==> src/rtl/axis_crc24_check.sv <==
// Purpose: strips and checks a trailing 3-byte CRC-24 on an AXI-Stream byte frame, forwarding only payload.
// Latency: a payload byte appears 1 cycle after the 3rd byte that follows it is accepted.
// Backpressure: s_tready = m_tready || !m_tvalid; the single-entry output register is never overwritten while stalled.
module axis_crc24_check #(
    parameter logic [23:0] POLY     = 24'h864CFB,
    parameter logic [23:0] CRC_INIT = 24'h000000,
    parameter int          CNT_W    = 16
) (
    input  logic             clk,
    input  logic             reset_n,
    input  logic [7:0]       s_tdata,
    input  logic             s_tvalid,
    input  logic             s_tlast,
    output logic             s_tready,
    output logic [7:0]       m_tdata,
    output logic             m_tvalid,
    output logic             m_tlast,
    output logic             m_tuser,
    input  logic             m_tready,
    output logic             frame_done,
    output logic             crc_ok,
    output logic             runt,
    output logic [CNT_W-1:0] good_cnt,
    output logic [CNT_W-1:0] bad_cnt
);

    localparam logic [CNT_W-1:0] CNT_MAX = {CNT_W{1'b1}};

    // One byte of CRC-24, MSB first, non-reflected.
    function automatic logic [23:0] crc_byte(input logic [23:0] crc_in, input logic [7:0] byte_in);
        logic [23:0] r;
        r = crc_in ^ {byte_in, 16'h0000};
        for (int i = 0; i < 8; i++) begin
            r = r[23] ? ((r << 1) ^ POLY) : (r << 1);
        end
        return r;
    endfunction

    // Running CRC and the 3-byte hold buffer; hold_q[0] is the oldest byte.
    logic [23:0]      crc_q,  crc_d;
    logic [1:0]       cnt_q,  cnt_d;
    logic [2:0][7:0]  hold_q, hold_d;

    // Output register.
    logic [7:0]       m_tdata_q,  m_tdata_d;
    logic             m_tvalid_q, m_tvalid_d;
    logic             m_tlast_q,  m_tlast_d;
    logic             m_tuser_q,  m_tuser_d;

    // Frame status and counters.
    logic             frame_done_q, frame_done_d;
    logic             crc_ok_q,     crc_ok_d;
    logic             runt_q,       runt_d;
    logic [CNT_W-1:0] good_cnt_q,   good_cnt_d;
    logic [CNT_W-1:0] bad_cnt_q,    bad_cnt_d;

    logic             accept;
    logic [23:0]      crc_next;
    logic             residue_bad;
    logic             buf_full;

    assign s_tready    = m_tready || !m_tvalid_q;
    assign accept      = s_tvalid && s_tready;
    assign crc_next    = crc_byte(crc_q, s_tdata);
    assign residue_bad = (crc_next != 24'h000000);
    assign buf_full    = (cnt_q == 2'd3);

    // Datapath next state: CRC update, hold buffer push/shift, output register load/drain.
    always_comb begin
        crc_d      = crc_q;
        cnt_d      = cnt_q;
        hold_d     = hold_q;
        m_tdata_d  = m_tdata_q;
        m_tvalid_d = m_tvalid_q;
        m_tlast_d  = m_tlast_q;
        m_tuser_d  = m_tuser_q;

        if (m_tvalid_q && m_tready) begin
            m_tvalid_d = 1'b0;
        end

        if (accept) begin
            // A new frame always starts from CRC_INIT, so the reload happens on tlast.
            crc_d = s_tlast ? CRC_INIT : crc_next;

            if (buf_full) begin
                // Oldest byte is now known to be payload; the new byte takes the youngest slot.
                m_tvalid_d = 1'b1;
                m_tdata_d  = hold_q[0];
                m_tlast_d  = s_tlast;
                m_tuser_d  = s_tlast && residue_bad;
                hold_d     = {s_tdata, hold_q[2], hold_q[1]};
                cnt_d      = s_tlast ? 2'd0 : 2'd3;
            end else begin
                case (cnt_q)
                    2'd0:    hold_d[0] = s_tdata;
                    2'd1:    hold_d[1] = s_tdata;
                    default: hold_d[2] = s_tdata;
                endcase
                // A tlast here means a runt: drop everything buffered.
                cnt_d = s_tlast ? 2'd0 : cnt_q + 2'd1;
            end
        end
    end

    // Status next state: one-cycle frame-end pulses and saturating good/bad counters.
    always_comb begin
        frame_done_d = accept && s_tlast;
        crc_ok_d     = frame_done_d && buf_full && !residue_bad;
        runt_d       = frame_done_d && !buf_full;
        good_cnt_d   = good_cnt_q;
        bad_cnt_d    = bad_cnt_q;

        if (frame_done_d) begin
            if (crc_ok_d) begin
                if (good_cnt_q != CNT_MAX) begin
                    good_cnt_d = good_cnt_q + CNT_W'(1);
                end
            end else begin
                if (bad_cnt_q != CNT_MAX) begin
                    bad_cnt_d = bad_cnt_q + CNT_W'(1);
                end
            end
        end
    end

    // Datapath registers; reset discards any partial frame.
    always_ff @(posedge clk or negedge reset_n) begin
        if (!reset_n) begin
            crc_q      <= CRC_INIT;
            cnt_q      <= 2'd0;
            hold_q     <= '0;
            m_tdata_q  <= 8'h00;
            m_tvalid_q <= 1'b0;
            m_tlast_q  <= 1'b0;
            m_tuser_q  <= 1'b0;
        end else begin
            crc_q      <= crc_d;
            cnt_q      <= cnt_d;
            hold_q     <= hold_d;
            m_tdata_q  <= m_tdata_d;
            m_tvalid_q <= m_tvalid_d;
            m_tlast_q  <= m_tlast_d;
            m_tuser_q  <= m_tuser_d;
        end
    end

    // Status registers.
    always_ff @(posedge clk or negedge reset_n) begin
        if (!reset_n) begin
            frame_done_q <= 1'b0;
            crc_ok_q     <= 1'b0;
            runt_q       <= 1'b0;
            good_cnt_q   <= '0;
            bad_cnt_q    <= '0;
        end else begin
            frame_done_q <= frame_done_d;
            crc_ok_q     <= crc_ok_d;
            runt_q       <= runt_d;
            good_cnt_q   <= good_cnt_d;
            bad_cnt_q    <= bad_cnt_d;
        end
    end

    assign m_tdata    = m_tdata_q;
    assign m_tvalid   = m_tvalid_q;
    assign m_tlast    = m_tlast_q;
    assign m_tuser    = m_tuser_q;
    assign frame_done = frame_done_q;
    assign crc_ok     = crc_ok_q;
    assign runt       = runt_q;
    assign good_cnt   = good_cnt_q;
    assign bad_cnt    = bad_cnt_q;

endmodule

==> config.mk <==
export PLATFORM = sky130hd
export DESIGN_NAME = axis_crc24_check
export DESIGN_NICKNAME = d
export VERILOG_FILES = /design/src/rtl/axis_crc24_check.sv
export SDC_FILE = /design/constraint.sdc
export NUM_CORES = 1
export LEC_CHECK = 0
export ABC_AREA = 1
export BUFFER_PORTS_ARGS = -buffer_cell sky130_fd_sc_hd__buf_2
export CAP_MARGIN = 20
export CORE_AREA = 2 2 99 101
export DETAILED_ROUTE_END_ITERATION = 7
export DIE_AREA = 0 0 101 103
export HOLD_SLACK_MARGIN = 0.08
export PLACE_DENSITY = 0.81
export SLEW_MARGIN = 10
export SYNTH_ARGS = -nofsm -noshare
export SYNTH_HDL_FRONTEND = slang
export SYNTH_SLANG_ARGS = --single-unit
==> constraint.sdc <==
create_clock -name clk -period 4.1 [get_ports clk]
set_clock_uncertainty 0.15 [all_clocks]
set_input_delay 0.82 -clock clk [delete_from_list [all_inputs] [get_ports clk]]
set_output_delay 0.82 -clock clk [all_outputs]
set_load 0.1 [all_outputs]
Word-level counts from Yosys, hierarchy flattened. Index checks and enable logic that the tools add are counted.

Bitwise logic cells: 10. Multiplexer cells: 19. Reductions and logical operators: 22. Equality and inequality tests: 5. Add/subtract/negate cells: 3.

Operators by type and width (number): 24-bit two-way mux (10); 13-bit NOT (8); 16-bit by 1-bit adder with 16-bit output (second input constant) (2); 16-bit != test (second input constant) (2); 8-bit two-way mux (3); 24-bit nonzero test (1); 24-bit bitwise XOR (1); 2-bit AND reduction (4); 1-bit logical AND (7); 2-bit two-way mux (3); 3-bit AND reduction (2); 2-bit nonzero test (2); 1-bit logical NOT (3); 1-bit two-way mux (3); 2-bit by 1-bit adder with 2-bit output (second input constant) (1); 2-bit by 1-bit == test with 1-bit output (second input constant) (1); 2-bit == test (second input constant) (1); 2-bit logical NOT (1); 2-bit by 1-bit != test with 1-bit output (second input constant) (1); 2-bit OR reduction (1); 1-bit logical OR (1); 1-bit NOT (1).

Input bits: 13. Register bits after elaboration: 96.

Longest topological paths before layout. Gate-level depths: netlist (run 1).

Depth after elaboration: 22. Depth in mapped cells: 24. Mapped depth without buffers: 23.

Least setup slack after synthesis (run 1). OpenSTA, ideal clock, no wires.

Kind: register -> register. Start: register m_tvalid_q, in the netlist m_tvalid. End: register hold_q[13] in the netlist's numbering. Slack: 979 ps. Data arrival time: 2840 ps. Cell stages (with the launch flop): 8. Buffers on the path: 2. Cell sequence: dfrtp_1 nand2_1 nand2_1 clkbuf_1 nor2_1 clkbuf_1 nand2_1 o21ai_0.

Longest elaborated chain between the ends: 4.

Ends and longest elaborated chain: from (decl) (RTL line 46) `logic m_tvalid_q, m_tvalid_d;`; from (signal assigned) (RTL line 142) `m_tvalid_q <= m_tvalid_d;`; 1-bit logical NOT (RTL line 62) `assign s_tready = m_tready || !m_tvalid_q;`; 1-bit logical OR (RTL line 62); net s_tready (RTL line 14) `output logic s_tready,`; 1-bit logical AND (RTL line 63) `assign accept = s_tvalid && s_tready;`; 2-bit AND reduction (no line); to (signal assigned) (RTL line 140) `hold_q <= hold_d;`; to (decl) (RTL line 42) `logic [2:0][7:0] hold_q, hold_d;`.

The timed path passes the listed nets, and every way through them passes these cells. A chain may end at the register's enable or synchronous reset.

Worst setup path in the final report (run 1).
Start: input port s_tdata[4]. End: register good_cnt_q[0], in the netlist good_cnt[0].

Longest elaborated chain between the ends: 18.

Ends and longest elaborated chain: from (decl) (RTL line 11) `input logic [7:0] s_tdata,`; 24-bit bitwise XOR * (RTL line 32) `r = crc_in ^ {byte_in, 16'h0000};`; 24-bit two-way mux * (2 in series) (RTL line 34) `r = r[23] ? ((r << 1) ^ POLY) : (r << 1);`; 13-bit NOT (no line); 24-bit two-way mux * (2 in series) (RTL line 34); 13-bit NOT (no line); 24-bit two-way mux * (RTL line 34); 13-bit NOT (no line); 24-bit two-way mux * (RTL line 34); 13-bit NOT (no line); 24-bit two-way mux * (RTL line 34); 13-bit NOT (no line); 24-bit two-way mux * (RTL line 34); 24-bit nonzero test * (RTL line 65) `assign residue_bad = (crc_next != 24'h000000);`; 1-bit logical NOT * (RTL line 109) `crc_ok_d = frame_done_d && buf_full && !residue_bad;`; 1-bit logical AND * (RTL line 109); 3-bit AND reduction (no line) *; to (signal assigned) (RTL line 160) `good_cnt_q <= good_cnt_d;`; to (decl) (RTL line 54) `logic [CNT_W-1:0] good_cnt_q, good_cnt_d;`.

Mark *: on every way between the ends. The rest lies on a longest branch, timed or not.

==> flow_summary.json, run 1 <==
{
  "cts_tree": "yes",
  "cts.sinks": 96,
  "hold_buffers": 0,
  "p_int_uw": 2160,
  "place_congestion": 0.956,
  "setup-tns-final_ns": 0,
  "die_w_um": 101,
  "grt_usage": 0.256,
  "grt_pass1_wl_mm": 21.1,
  "synth-simple-area-share": 0.336,
  "synthTopCellsByArea": "dfrtp_1 (43%), nand2_1 (17%), xor2_1 (5.3%), o21ai_0 (5.0%), inv_1 (4.7%)",
  "avgSynthCellArea_um2": 7.66,
  "firstDrtPassIters": 5,
  "stdcell_count": 904,
  "io_buffers": 59,
  "fin_area_um2": 6180,
  "cts_resized": 0,
  "drv_cap": 0,
  "irDropWorstVdd_mv": 0.349,
  "clock_latency_ns": 0.38,
  "coreArea_um2": 9460,
  "dpl.hpwl_mm": 9.15,
  "worstMarginPinSlew_ns": 0.844,
  "layout-drive-gt1-share": 0.162,
  "synth_ff_type": "dfrtp_1",
  "cts_root_buffer": "clkbuf_8",
  "rsz0062_at_grt": "false",
  "netlist_area_um2": 5590,
  "slew_violations": 0,
  "post_drt_wl_per_cell_um": 14.0,
  "register_area_um2": 2400,
  "antenna_cells": 0,
  "die_area_um2": 10400,
  "antenna_found_initial": 0,
  "muxShareOfSynthArea": 0.00201,
  "async_flop_share": 1.00,
  "cts.clk_slew.worst_paths_ns": 0.09,
  "power.density_nw_per_um2": 696,
  "seq_power_share": 0.317,
  "fin_ws_ns": 0.685,
  "hold_path_class": "reg -> reg",
  "dpl_cell_area_um2": 5980,
  "routed_wl_mm": 12.7,
  "dp_cells": 889,
  "grt_max_degree": 67,
  "ys_seq_elements": 96,
  "finalSetupViolCount": 0,
  "worst-path-max-fanout": 19,
  "synth_top_family_by_area": "simple AND/OR/NAND/NOR gates",
  "synth_edf_count": 0,
  "netlist_instances": 730,
  "synth_cell_type_count": 31,
  "synth_fa_ha_area_frac": 0.0112,
  "initial_utilization": 0.591,
  "h-tree-depth": 3,
  "synth_nets": 748,
  "p_sw_uw": 2140,
  "power.share.switching": 0.498,
  "route.detailed.drc": 0,
  "post_cts_buffers": 0,
  "ys_seq_area_frac": 0.430,
  "layout_min_cycle_time_ns": 3.41,
  "clockBufferDepth": 2,
  "vias": 4888,
  "num_io_pins": 60,
  "p_comb_frac": 0.531,
  "grt_overflow": 0,
  "slew_headroom": 0.437,
  "dp_slack_ns": 0.358,
  "yosysTopAreaCellShare": 0.430,
  "p_leak_uw": 0.00326,
  "crit_type": "in -> reg",
  "ys_warn_count": 0,
  "cts_buffers": 9,
  "fin_crit_sh": 0.833,
  "vias_per_cell": 5.41,
  "multi_input_area_um2": 2800,
  "synth_compound_area_frac": 0.0700,
  "required_ns": 4.27,
  "status": "complete, no violations",
  "ant_nets": 0,
  "end_kind": "register",
  "netlist.top_cell.by_area": "dfrtp_1",
  "critPathLaunchType": "input port",
  "die_h_um": 103,
  "synthToLayoutAreaGrowth_pct": 10.6,
  "timing_hold_violations_final": 0,
  "nets": 804,
  "rows": 36,
  "clkPwrFrac": 0.152,
  "fmax_mhz": 293,
  "cp.arrival_ns": 3.58,
  "n_fill_cell": 814,
  "grt_pass1_vias": 4465,
  "drt_iter0_markers": 269,
  "synth_xor_area_frac": 0.0812
}
==> flip-flops by register name, summed over array words and instances, names as in the netlist <==
register and count:
bad_cnt 16, cnt_q 2, crc_ok 1, crc_q 24, frame_done 1, good_cnt 16, hold_q 24, m_tdata 8
m_tlast 1, m_tuser 1, m_tvalid 1, runt 1
==> cell usage after synthesis (2+ instances only) <==
library cell / count
inv_1: 70
nand2_4: 4
nand3_4: 4
nor2_1: 28
nor4_1: 5
o22ai_1: 12
o21ai_1: 4
nand2_2: 22
nand3_1: 50
clkbuf_1: 14
ha_1: 5
nand2_1: 250
buf_2: 4
nor2_4: 2
xor2_1: 34
nand4_1: 23
inv_2: 7
o21ai_0: 56
dfrtp_1: 96
xnor2_1: 16
nand3_2: 7
nor3_1: 4
nand3b_1: 5
==> area by class of cell <==
| cell class | instances | area share |
|---|---|---|
| multi-input cells | 536 | 0.453 |
| flip-flops and latches | 96 | 0.389 |
| repair buffers | 65 | 0.0555 |
| inverters | 78 | 0.0474 |
| clock buffers | 11 | 0.0245 |
| well taps | 114 | 0.0231 |
| clock inverters | 4 | 0.00850 |
==> stage by stage <==
stage | utilization | hold slack, ns | power [uW]
floorplan | - | 0.303 | 3200
global placement | 0.632 | 0.311 | 3600
detailed placement | 0.632 | 0.318 | 3650
CTS | 0.654 | 0.341 | 4310
global route | 0.654 | 0.364 | 4640
finish | 0.654 | 0.335 | 4300
==> layer usage <==
layer  part of all wire  GRT usage  vias up
li1                   -          -     2455
met5                  0          0        -
met1               0.47      0.353     2288
met3              0.043     0.0393       22
met4              0.018     0.0977        0
met2               0.47      0.410      123
==> cell usage in the layout, fill, tap and decap left out, drive strengths merged, types with 5 or more instances in the layout <==
master and count:
dfrtp 96, clkbuf 11, ha 5, nand4 23, buf 65, xor2 35, nand2 276, o22ai 12
inv 78, nand3 61, o21ai 60, nor2 30, xnor2 16, nand3b 5, nor4 5
==> power by group through the flow <==
stage / registers, uW / logic [uW] / clock network (uW)
2_1_floorplan: 1840 / 1350 / 0
3_3_place_gp: 1370 / 2230 / 0
3_5_place_dp: 1380 / 2270 / 0
4_1_cts: 1360 / 2280 / 664
5_1_grt: 1400 / 2540 / 708
6_report: 1360 / 2280 / 656
==> path summary, 6_finish.rpt <==
| kind | start | end | slack, ns | depth (start not counted) |
|---|---|---|---|---|
| worst min-delay path | m_tdata[5]$_DFFE_PN0P_ | m_tdata[5]$_DFFE_PN0P_ | 0.34 | 2 |
| worst min register to register | m_tdata[5]$_DFFE_PN0P_ | m_tdata[5]$_DFFE_PN0P_ | 0.34 | 2 |
| worst max register to register | crc_q[20]$_DFFE_PN0P_ | good_cnt[0]$_DFFE_PN0P_ | 0.87 | 18 |
| min in group asynchronous | reset_n | hold_q[19]$_DFFE_PN0P_ | 0.38 | 1 |
| max in group asynchronous | reset_n | runt$_DFF_PN0_ | 2.65 | 2 |
| worst max-delay path | s_tdata[4] | good_cnt[0]$_DFFE_PN0P_ | 0.69 | 19 |
==> worst max-delay path: stages <==
cell	delay [ns]
buf_2	0.13
inv_1	0.08
nand2_1	0.05
nand2_1	0.29
inv_1	0.17
nand3_2	0.14
nand2_4	0.09
nand2_2	0.08
nand3_2	0.12
nand2_1	0.14
xor2_1	0.28
nand3_1	0.11
nor2_1	0.12
nand2_1	0.10
nor2_4	0.13
nand3_4	0.23
inv_2	0.28
nand3b_1	0.13
nand2_1	0.09
==> cells by family (layout without fill, tap and decap cells) <==
kind of cell | after synthesis | in the layout
and+or+nand+nor | 405 | 405
DFF | 96 | 96
muxes | 1 | 1
buffers and inverters | 98 | 158
AOI/OAI and AO/OA | 74 | 74
xor gates and xnor gates | 51 | 51
adders and majority gates | 5 | 5
Note: power is estimated with default switching activity, not from simulation.
==> run 2: changes to the inputs <==
--- a/config.mk
+++ b/config.mk
@@ -5,14 +5,14 @@
 export SDC_FILE = /design/constraint.sdc
 export NUM_CORES = 1
 export LEC_CHECK = 0
-export ABC_AREA = 1
+export ABC_AREA = 0
 export BUFFER_PORTS_ARGS = -buffer_cell sky130_fd_sc_hd__buf_2
 export CAP_MARGIN = 20
-export CORE_AREA = 2 2 99 101
+export CORE_AREA = 2 2 102 104
 export DETAILED_ROUTE_END_ITERATION = 7
-export DIE_AREA = 0 0 101 103
+export DIE_AREA = 0 0 104 106
 export HOLD_SLACK_MARGIN = 0.08
-export PLACE_DENSITY = 0.81
+export PLACE_DENSITY = 0.75
 export SLEW_MARGIN = 10
 export SYNTH_ARGS = -nofsm -noshare
 export SYNTH_HDL_FRONTEND = slang
==> constraint.sdc (replaced) <==
create_clock -name clk -period 3.1 [get_ports clk]
set_clock_uncertainty 0.15 [all_clocks]
set_input_delay 0.62 -clock clk [delete_from_list [all_inputs] [get_ports clk]]
set_output_delay 0.62 -clock clk [all_outputs]
set_load 0.1 [all_outputs]
==> flow_summary.json, run 2 <==
{
  "status": "finished, violations left",
  "failed_checks": "negative setup slack",
  "synth.most_common_cell": "dfrtp_1",
  "h-tree-depth": 3,
  "crit_type": "reg -> reg",
  "worst-path-max-fanout": 11,
  "fin_ws_ns": -0.00160,
  "die_h_um": 106,
  "finalSetupViolCount": 1,
  "reg2reg_to": "bad_cnt[1]$_DFFE_PN0P_",
  "die_area_um2": 11000,
  "cp-startpoint": "crc_q[21]$_DFFE_PN0P_",
  "netlist_instances": 458,
  "io_buffers": 59,
  "ant_nets": 0,
  "fin_crit_sh": 1.00,
  "ys_seq_area_frac": 0.472,
  "rows": 37,
  "grt_pass1_wl_mm": 18.4,
  "clockBufferDepth": 2,
  "postLayoutCoreUtil": 0.642,
  "ff2ff_setup_slack_ns": -0.002,
  "path_delay_family": "XOR/XNOR gates",
  "slowest_stage": "dfrtp_2",
  "grt_overflow": 0,
  "fin_area_um2": 6420,
  "grt_pass1_vias": 3839,
  "r2r-start": "crc_q[21]$_DFFE_PN0P_",
  "antenna_cells": 0,
  "synth_nets": 476,
  "required_ns": 3.20,
  "vias_per_cell": 5.29,
  "async_flop_share": 1.00,
  "post_drt_wl_per_cell_um": 15.3,
  "power.density_nw_per_um2": 1270,
  "end_kind": "register",
  "fmax_mhz": 322,
  "p_leak_uw": 0.00302,
  "layout_commonest_cell": "dfrtp_1",
  "drt_iter0_markers": 150,
  "hold_buffers": 0,
  "netlist_top_cells_count": "dfrtp_1 (96), xnor2_1 (47), nand2_1 (34)",
  "ys_seq_elements": 96,
  "slowest_delay_ns": 0.46,
  "synth_edf_count": 0,
  "path_depth": 10,
  "nets": 597,
  "n_fill_cell": 783,
  "route.detailed.drc": 0,
  "vias": 3800,
  "rr_worst_depth": 10,
  "critPathLaunchType": "register",
  "cts_buffers": 9,
  "netlist_area_um2": 5090,
  "initial_utilization": 0.509,
  "coreArea_um2": 10000,
  "drv_cap": 0,
  "dpl.hpwl_mm": 7.85,
  "clock_latency_ns": 0.36,
  "slew_violations": 0,
  "dpl_cell_area_um2": 6120,
  "place_congestion": 0.893,
  "netlist.top_cell.by_area": "dfrtp_1",
  "hold_path_class": "in -> async",
  "cts.sinks": 96,
  "die_w_um": 104,
  "layout_min_cycle_time_ns": 3.10,
  "cts.clk_slew.worst_paths_ns": 0.09,
  "grt_usage": 0.209,
  "layout-drive-gt1-share": 0.348,
  "path_cells": "xnor2_4 > buf_12 > xnor2_4 > xor3_2 > xnor2_2 > mux2i_1 > o311ai_4 > o31ai_4 > buf_12 > mux2_2",
  "routed_wl_mm": 11.0,
  "largest_registers": "crc_q x24, hold_q x24",
  "synth_ff_type": "dfrtp_1",
  "cts_tree": "yes",
  "firstDrtPassIters": 6,
  "synthTopCellsByArea": "dfrtp_1 (47%), xnor2_1 (8.1%), xor2_1 (5.0%), mux2_2 (4.2%), a22o_1 (4.0%)",
  "path_buf_inv": 2,
  "yosysTopAreaCellShare": 0.472,
  "grt_max_degree": 51,
  "worstMarginPinSlew_ns": 0.953,
  "rsz0062_at_grt": "true",
  "slew_headroom": 0.363,
  "timing_hold_violations_final": 0,
  "ys_warn_count": 0,
  "synth_cell_type_count": 48,
  "cts_root_buffer": "clkbuf_8",
  "cp-endpoint": "bad_cnt[1]$_DFFE_PN0P_",
  "layout_common_cells": "dfrtp_1 (94), buf_4 (63), buf_2 (58)",
  "num_io_pins": 60,
  "cp.arrival_ns": 3.20,
  "avgSynthCellArea_um2": 11.1,
  "synthToLayoutAreaGrowth_pct": 26.1,
  "irDropWorstVdd_mv": 0.605,
  "antenna_found_initial": 0
}
run 2: cells by family after synthesis:
logic type                 share of synthesized area
AOI/OAI and AO/OA                              0.103
xor gates and xnor gates                       0.202
adders and majority gates                     0.0123
buffers and inverters                         0.0177
DFF                                            0.472
muxes                                         0.0501
and+or+nand+nor                                0.143
run 2: repair_timing:
item                       4_1_cts  5_1_grt
setup buffers                    0        6
gates resized for setup          1        8
setup endpoints to repair        1       23
pin swaps                        2        7
run 2: per-layer routing:
metal	GRT usage	wire length [um]	share of wire
met1	0.269	4870	0.44
met2	0.346	5470	0.50
met3	0.0466	391	0.036
met4	0.0820	249	0.023
met5	0	0	0
run 2: final cells by class:
cell class                 instances  area, um^2  area share
tap                              136         170      0.0265
multi-input combinational        340        2750       0.428
clock buffer                      11         151      0.0236
sequential                        96        2400       0.375
clock inverter                     4        51.3     0.00799
timing repair buffer             127         875       0.136
inverter                           5        18.8     0.00292
run 2: worst reg2reg max path: stages (launching register included):
cell	delay, ns
dfrtp_2	0.46
xnor2_4	0.16
buf_12	0.14
xnor2_4	0.22
xor3_2	0.42
xnor2_2	0.17
mux2i_1	0.30
o311ai_4	0.21
o31ai_4	0.25
buf_12	0.18
mux2_2	0.35
run 2: worst min-delay path by stage:
stage	from	to	depth (start not counted)
4_1_cts	reset_n	bad_cnt[8]$_DFFE_PN0P_	1
6_report	reset_n	bad_cnt[8]$_DFFE_PN0P_	1
3_5_place_dp	hold_q[9]$_DFFE_PN0P_	hold_q[9]$_DFFE_PN0P_	2
2_1_floorplan	reset_n	bad_cnt[0]$_DFFE_PN0P_	0
5_1_grt	reset_n	bad_cnt[8]$_DFFE_PN0P_	1
3_3_place_gp	hold_q[15]$_DFFE_PN0P_	hold_q[15]$_DFFE_PN0P_	2
run 2: per-stage QoR:
stage	instances	total power, uW	hold WS, ns	worst slack, ns	setup TNS (ns)
4_1_cts	713	8010	0.126	0.0140	0
2_1_floorplan	458	5480	0.174	-0.106	-1.13
3_5_place_dp	698	7080	0.325	-0.276	-6.00
6_report	719	8160	0.119	-0.00160	-0.00160
3_3_place_gp	698	6960	0.312	-0.240	-4.70
5_1_grt	719	8650	0.139	-0.0799	-0.731
run 2: power breakdown:
part	internal [uW]	switching (uW)
Sequential	1650	318
Clock	414	435
Combinational	2480	2860
Total	4540	3610
